### src/rtl/block_row_buffer.sv
// Ping-pong buffer: captures whole 8x8 coefficient blocks and replays them one row per beat.
// Latency: a block captured at edge N presents row 0 in cycle N+1; back-to-back blocks stream with no bubble.
// Backpressure: rows hold while row_ready is low; a block arriving with both banks full is dropped and flags overflow.
module block_row_buffer #(
    parameter int COEF_WIDTH = 8,
    parameter int BLOCK_DIM  = 8
) (
    input  logic                                    clk,
    input  logic                                    rst,
    input  logic [BLOCK_DIM*BLOCK_DIM*COEF_WIDTH-1:0] table_value,
    input  logic                                    table_valid,
    output logic [BLOCK_DIM*COEF_WIDTH-1:0]         row_data,
    output logic [$clog2(BLOCK_DIM)-1:0]            row_index,
    output logic                                    row_last,
    output logic                                    row_valid,
    input  logic                                    row_ready,
    output logic                                    overflow,
    output logic                                    busy
);

    localparam int ROW_W = BLOCK_DIM * COEF_WIDTH;
    localparam int BLK_W = BLOCK_DIM * ROW_W;
    localparam int IW    = $clog2(BLOCK_DIM);
    localparam logic [IW-1:0] LAST_ROW = IW'(BLOCK_DIM - 1);

    typedef enum logic [0:0] {
        S_IDLE   = 1'b0,
        S_STREAM = 1'b1
    } state_t;

    state_t          state_q, state_d;
    logic [1:0]      count_q, count_d;
    logic            wr_bank_q, wr_bank_d;
    logic            rd_bank_q, rd_bank_d;
    logic [IW-1:0]   row_q, row_d;
    logic            overflow_q, overflow_d;

    // Bank storage carries no reset: contents are only read once count says they are full.
    logic [BLK_W-1:0] bank_q [2];

    logic transfer;
    logic last_xfer;
    logic space;
    logic capture;

    assign row_valid = (state_q == S_STREAM);
    assign transfer  = row_valid && row_ready;
    assign last_xfer = transfer && (row_q == LAST_ROW);
    // A full buffer still has room if the draining block leaves in this same cycle.
    assign space     = (count_q != 2'd2) || last_xfer;
    assign capture   = table_valid && space;

    assign row_data  = bank_q[rd_bank_q][row_q*ROW_W +: ROW_W];
    assign row_index = row_q;
    assign row_last  = row_valid && (row_q == LAST_ROW);
    assign busy      = (count_q != 2'd0);
    assign overflow  = overflow_q;

    // Write the whole incoming block into the free bank on capture.
    always_ff @(posedge clk) begin
        if (capture) begin
            bank_q[wr_bank_q] <= table_value;
        end
    end

    // Control and FSM state registers.
    always_ff @(posedge clk or posedge rst) begin
        if (rst) begin
            state_q    <= S_IDLE;
            count_q    <= 2'd0;
            wr_bank_q  <= 1'b0;
            rd_bank_q  <= 1'b0;
            row_q      <= '0;
            overflow_q <= 1'b0;
        end else begin
            state_q    <= state_d;
            count_q    <= count_d;
            wr_bank_q  <= wr_bank_d;
            rd_bank_q  <= rd_bank_d;
            row_q      <= row_d;
            overflow_q <= overflow_d;
        end
    end

    // Next-state: pointer/occupancy bookkeeping and the IDLE/STREAM read FSM.
    always_comb begin
        state_d    = state_q;
        count_d    = count_q;
        wr_bank_d  = wr_bank_q;
        rd_bank_d  = rd_bank_q;
        row_d      = row_q;
        overflow_d = overflow_q;

        if (capture) begin
            wr_bank_d = ~wr_bank_q;
        end
        if (table_valid && !space) begin
            overflow_d = 1'b1;
        end

        if (transfer) begin
            if (row_q == LAST_ROW) begin
                row_d     = '0;
                rd_bank_d = ~rd_bank_q;
            end else begin
                row_d = row_q + 1'b1;
            end
        end

        // Simultaneous capture and block completion leave occupancy unchanged.
        case ({capture, last_xfer})
            2'b10:   count_d = count_q + 2'd1;
            2'b01:   count_d = count_q - 2'd1;
            default: count_d = count_q;
        endcase

        case (state_q)
            S_IDLE: begin
                if (capture) begin
                    state_d = S_STREAM;
                end
            end
            S_STREAM: begin
                if (last_xfer && (count_d == 2'd0)) begin
                    state_d = S_IDLE;
                end
            end
            default: state_d = S_IDLE;
        endcase
    end

endmodule

### config.mk
export PLATFORM = sky130hd
export DESIGN_NAME = block_row_buffer
export DESIGN_NICKNAME = d
export VERILOG_FILES = /design/src/rtl/block_row_buffer.sv
export SDC_FILE = /design/constraint.sdc
export NUM_CORES = 1
export LEC_CHECK = 0
export ABC_AREA = 0
export CORE_MARGIN = 8
export CORE_UTILIZATION = 40
export DETAILED_ROUTE_END_ITERATION = 10
export GPL_TIMING_DRIVEN = 0
export PLACE_DENSITY = 0.64
export RECOVER_POWER = 50
export SLEW_MARGIN = 10
export SYNTH_ARGS = -nofsm -noshare
export SYNTH_HDL_FRONTEND = slang
export SYNTH_SLANG_ARGS = --single-unit
### constraint.sdc
create_clock -name clk -period 22.5 [get_ports clk]
set_clock_uncertainty 0.15 [all_clocks]
set_input_delay 4.5 -clock clk [delete_from_list [all_inputs] [get_ports clk]]
set_output_delay 4.5 -clock clk [all_outputs]
set_load 0.005 [all_outputs]
Yosys cells after proc, flatten, opt, wreduce, memory -nomap -nowiden

Memory sizes are Yosys's and may differ from the RTL's.
Cells that the tools add are included.

Flip-flop bits (word level): 9
RAM bits: 1024
Output and inout bits: 71
Word-level logic and storage cells: 35
Memories: 1

Memory list:

| memory | words | bits a word | read ports | clocked after memory_dff | write ports | RTL line | RTL |
|---|---|---|---|---|---|---|---|
| bank_q | 2     | 512         | 1          | 0                        | 1           | 39       | `logic [BLK_W-1:0] bank_q [2];` |

Add/subtract/negate cells: 3
Equal/unequal tests: 4
Shifts and indexed selects: 1
Multiplexer cells: 6
Bitwise operators: 3
Reductions and logical operators: 11

Operators with widths:

| operator                                         | number |
|---|---|
| indexed part select 512 x 10 -> 64 bit           | 1 |
| logical AND 1 bit                                | 6 |
| case mux 2 bit (2 select lines)                  | 1 |
| adder 3 x 1 -> 3 bit, second input constant      | 1 |
| == test 3 bit, second input constant             | 1 |
| 2-to-1 mux 1 bit                                 | 3 |
| 2-to-1 mux 3 bit                                 | 1 |
| inverter 1 bit                                   | 3 |
| adder 2 x 1 -> 2 bit, second input constant      | 1 |
| == test 2 x 1 -> 1 bit, second input constant    | 1 |
| == test 2 bit, second input constant             | 1 |
| logical NOT 2 bit                                | 1 |
| != test 2 bit, second input constant             | 1 |
| case mux 1 bit (2 select lines)                  | 1 |
| AND reduction 2 bit                              | 1 |
| nonzero test 2 bit                               | 1 |
| subtractor 2 x 1 -> 2 bit, second input constant | 1 |
| logical NOT 1 bit                                | 1 |
| logical OR 1 bit                                 | 1 |

Longest topological paths before layout

Word-level depth: 10
Mapped depth: 6
Depth with buffers taken out: 6

Least setup slack after synthesis

No wires, ideal clock.

Path type: input to register
Start: input row_ready
End: memory bank_q[0][0] (netlist name), enable pin
Data arrival time: 26075 ps
Required time: 20948 ps
Path slack: -5127 ps
Stages on the path: 4
Buffers on the path: 0
Cell sequence: nand3_1 inv_1 o21ai_0 nor2_1

Cells in the longest elaborated chain, start to end: 6

Ends and longest elaborated chain:

| item                                   | RTL line | RTL |
|---|---|---|
| from (decl)                            | 16       | `input logic row_ready,` |
| logical AND 1 bit                      | 47       | `assign transfer = row_valid && row_ready;` |
| logical AND 1 bit                      | 48       | `assign last_xfer = transfer && (row_q == LAST_ROW);` |
| logical OR 1 bit                       | 50       | `assign space = (count_q != 2'd2) \|\| last_xfer;` |
| logical AND 1 bit                      | 51       | `assign capture = table_valid && space;` |
| 2-to-1 mux 1 bit                       | 61       | `if (capture) begin` |
| 2-to-1 mux 1 bit (not written as such) | 62       | `bank_q[wr_bank_q] <= table_value;` |
| to (decl)                              | 39       |  |

No other way between the ends.

Final worst setup path

Start: register row_q[0] (netlist: row_index[0])
End: output row_data[59]

Cells in the longest elaborated chain, start to end: 1

Ends and longest elaborated chain:

| item                                   | RTL line | RTL |
|---|---|---|
| from (decl)                            | 35       | `logic [IW-1:0] row_q, row_d;` |
| from (signal assigned)                 | 80       | `row_q <= row_d;` |
| indexed part select 512 x 10 -> 64 bit | 53       | `assign row_data = bank_q[rd_bank_q][row_q*ROW_W +: ROW_W];` |
| to (decl)                              | 12       | `output logic [BLOCK_DIM*COEF_WIDTH-1:0] row_data,` |

No other way between the ends.

==> results <==
- The clock drives 1033 sinks.
- After global routing the overflow that remains totals 0.
- In this run, post-CTS hold repair placed 0 buffers.
- The area added between synthesis and finish is 30.13%.
- The power density over cell area is 129.8 nW/um2.
- The fraction of layout cells with a size suffix above 1 is 19.89%.
- The total global routing track utilization is 18.86%.
- The net count of the mapped netlist is 2120.
- The first-pass GRT wire length is 147.5 mm.
- Summed over all layers, the routed wires come to 102.9 mm.
- For the pin with the worst max-slew slack, the measured transition is 1.593 ns.
- The congestion estimate from routability-driven global placement came to 0.8165.
- After clock tree synthesis, the clock-pin slew on the worst setup and hold paths is 0.06 ns.
- The flow ran to the end, but the final reports show violations.
- Measured along the x axis, the die boundary spans 327.0 um.
- After the first detailed-routing iteration, the DRC count stood at 1715.
- The fraction of registers with async set/reset is 0.8712%.
- The final-report max-slew violation count is 45.
- Counting the fill cells in the layout gives 7538.
- The count of flip-flops with a built-in enable after synthesis is 1024.
- The number of buffers inserted by port buffering is 586.
- The flop and latch count out of synthesis is 1033.
- The buffers inserted during post-CTS setup optimization is 0.
- STA classifies the critical path endpoint as a primary output.
- The most used flip-flop cell after synthesis is edfxtp_1.
- The kind of critical path is register to primary output.
- The number of global-route vias before repair is 21.40k.
- Headroom to the max-slew limit came out at -6.191%.
- In this run the mean area of a mapped cell was 24.15 um2.
- The checks that failed: max-capacitance violations, max-slew violations.
- The tool flagged a number of max-cap violations equal to 2.
- At the worst endpoint, the required time is 17.85 ns.
- No sink is reached through more buffers than the 3 on the longest clock path.
- Dividing the detail-routed wire length by the instance count gives 27.45 um.
- The number of hold-slack violations in the final timing report is 0.
- The tree is rooted in a clkbuf_16.
- The total power consumption of the routed design is 6.533 mW.
- The category of the worst setup path launch point is a register.
- For this run, the register share of the synthesized area comes to 80.06%.
- The finished cells cover 50340 um2.
- Clock tree synthesis inserted a total of 106 buffers.
- The final period demand of the worst path is 8.724 ns.
- The maximum operating frequency is 0.1146 GHz.
- The H-tree depth reported by CTS is 3.
- The number of antenna violations at the first check in global routing is 92.
- The post-detailed-route DRC marker count is 0.
- The library cell used most frequently in the layout, excluding fill and tap cells, is edfxtp_1.
- Of all nets on the critical path, the largest fanout is 10.
- After floorplanning, the core was sized to cover 96280 um2.
- The total die area is 106900 um2.
- The number of primary I/O pins is 587.
- In the layout the commonest cells are edfxtp_1 (1024), dlygate4sd3_1 (514), mux4_2 (256).
- Row generation in the floorplan step produced 114 rows.
- The vias per cell is 5.303.
- Setup repair after global routing left no endpoint under its margin.
- The number of unique standard cell types used by synthesis is 28.
- The count of nets left with antenna violations once routing finished came out at 0.
- Gates resized during post-CTS repair numbered 0.
- The analysis attributes to cell leakage a power of 16.41 nW.
- VDD sags by at most 82.61 uV.
- In the final design database the tool counted 2855 nets.
- Setup violations remaining at the end of the flow were counted as 0.
- The cell area after technology mapping is 38690 um2.
- The min-delay analysis places its worst path in the category register to register.
- The clock latency at the later pin of the worst-skew pair is 0.67 ns.
- The detailed router placed 19.89k vias in this run.
- The largest net degree at the start of global routing is 32.
- After layout, the worst path uses 38.78% of the clock period.
- Once placement finished, the instance area stood at 47060 um2.
- The number of standard cells after synthesis is 1602.
- The half-perimeter wire length of the detailed placement result is 74.85 mm.
- The clock tree from TritonCTS is yes.
- For this run, the number of Yosys warnings is 0.
- The pre-antenna-repair detailed-routing pass consisted of 5 iterations.
- The critical path arrival is 4.07 ns.
- From bottom edge to top edge, the die measures 327.0 um.
- The initial utilization of the core area, before any placement, comes to 40.18%.
## registers in the layout, summed over array words and instances (netlist names)
register / count
bank_q: 1024
count_q: 2
overflow: 1
rd_bank_q: 1
row_index: 3
row_valid: 1
wr_bank_q: 1
## metrics by stage
step / hold slack, ns / utilization (%) / setup WS [ns] / TNS, ns / std cells
after global placement: 0.3174 / 47.93 / -16.47 / - / 3464
after detailed placement: 0.3474 / 48.88 / 14.40 / 0 / 3505
after floorplan: 0.3178 / - / -5.127 / -5250.13 / 1602
after global routing: 0.3756 / 52.20 / 13.55 / 0 / 3714
final: 0.3561 / 52.29 / 13.78 / 0 / 3750
after CTS: 0.3665 / 52.19 / 13.61 / 0 / 3694
## layout make-up
class	count	area [um2]	area share, %
Antenna cell	56	140.1	0.2784
Buffer	85	518.0	1.029
Clock buffer	142	2850	5.661
Clock inverter	47	336.6	0.6685
Inverter	3	11.26	0.02237
Multi-Input combinational cell	481	7193	14.29
Sequential cell	1033	30970	61.53
Tap cell	1276	1597	3.171
Timing Repair Buffer	627	6724	13.36
## cells by family after synthesis
family | synth area share [%]
AOI/OAI and AO/OA | 2.594
xor gates and xnor gates | 0.09057
adders and majority gates | 0.06467
buffers and inverters | 1.368
DFF | 80.06
muxes | 14.96
and+or+nand+nor | 0.8570
## report_power, final
group          internal, mW  switching, mW
clock                 0.928          0.695
combinational          1.05           1.15
sequential             2.62         0.0907
total                  4.60           1.94
## synth_stat cells (all sizes together) (3+ instances only)
cell / instances / area (um2)
nand3: 3 / 15.01
inv: 3 / 11.26
nor2: 4 / 15.01
o21ai: 3 / 15.01
mux4: 256 / 5766
nand2: 66 / 247.7
clkbuf: 31 / 116.4
edfxtp: 1024 / 30750
dfrtp: 9 / 225.2
buf: 54 / 401.6
a22oi: 128 / 960.9
xnor2: 3 / 26.28
## worst paths after layout
| path | start | endpoint | slack, ns | cells past startpoint |
|---|---|---|---|---|
| max | row_index[0] | row_data[59] | 13.78 | 7 |
| min | wr_bank_q | wr_bank_q | 0.36 | 1 |
| max reg2reg | row_index[1] | bank_q[0][421] | 17.37 | 12 |
| min reg2reg | wr_bank_q | wr_bank_q | 0.36 | 1 |
| max in group asynchronous | rst | row_index[1] | 17.81 | 2 |
| min in group asynchronous | rst | row_valid | 4.13 | 2 |
## per-layer routing
layer / vias to the layer above / track usage, % / wire length, um
met5: - / 0 / 119
met4: 18 / 5.479 / 2613
met3: 222 / 4.618 / 8377
met2: 808 / 33.22 / 53970
met1: 10340 / 23.06 / 37870
li1: 8500 / - / -
## critical path: stages (launching register included)
cell and delay [ns]:
dfrtp_1 0.38, buf_2 0.32, clkbuf_1 0.76, buf_2 0.52, mux4_2 0.36, a22oi_1 0.40
nand2_1 0.15, clkdlybuf4s50_1 0.49
(Power assumes the default switching activity.)
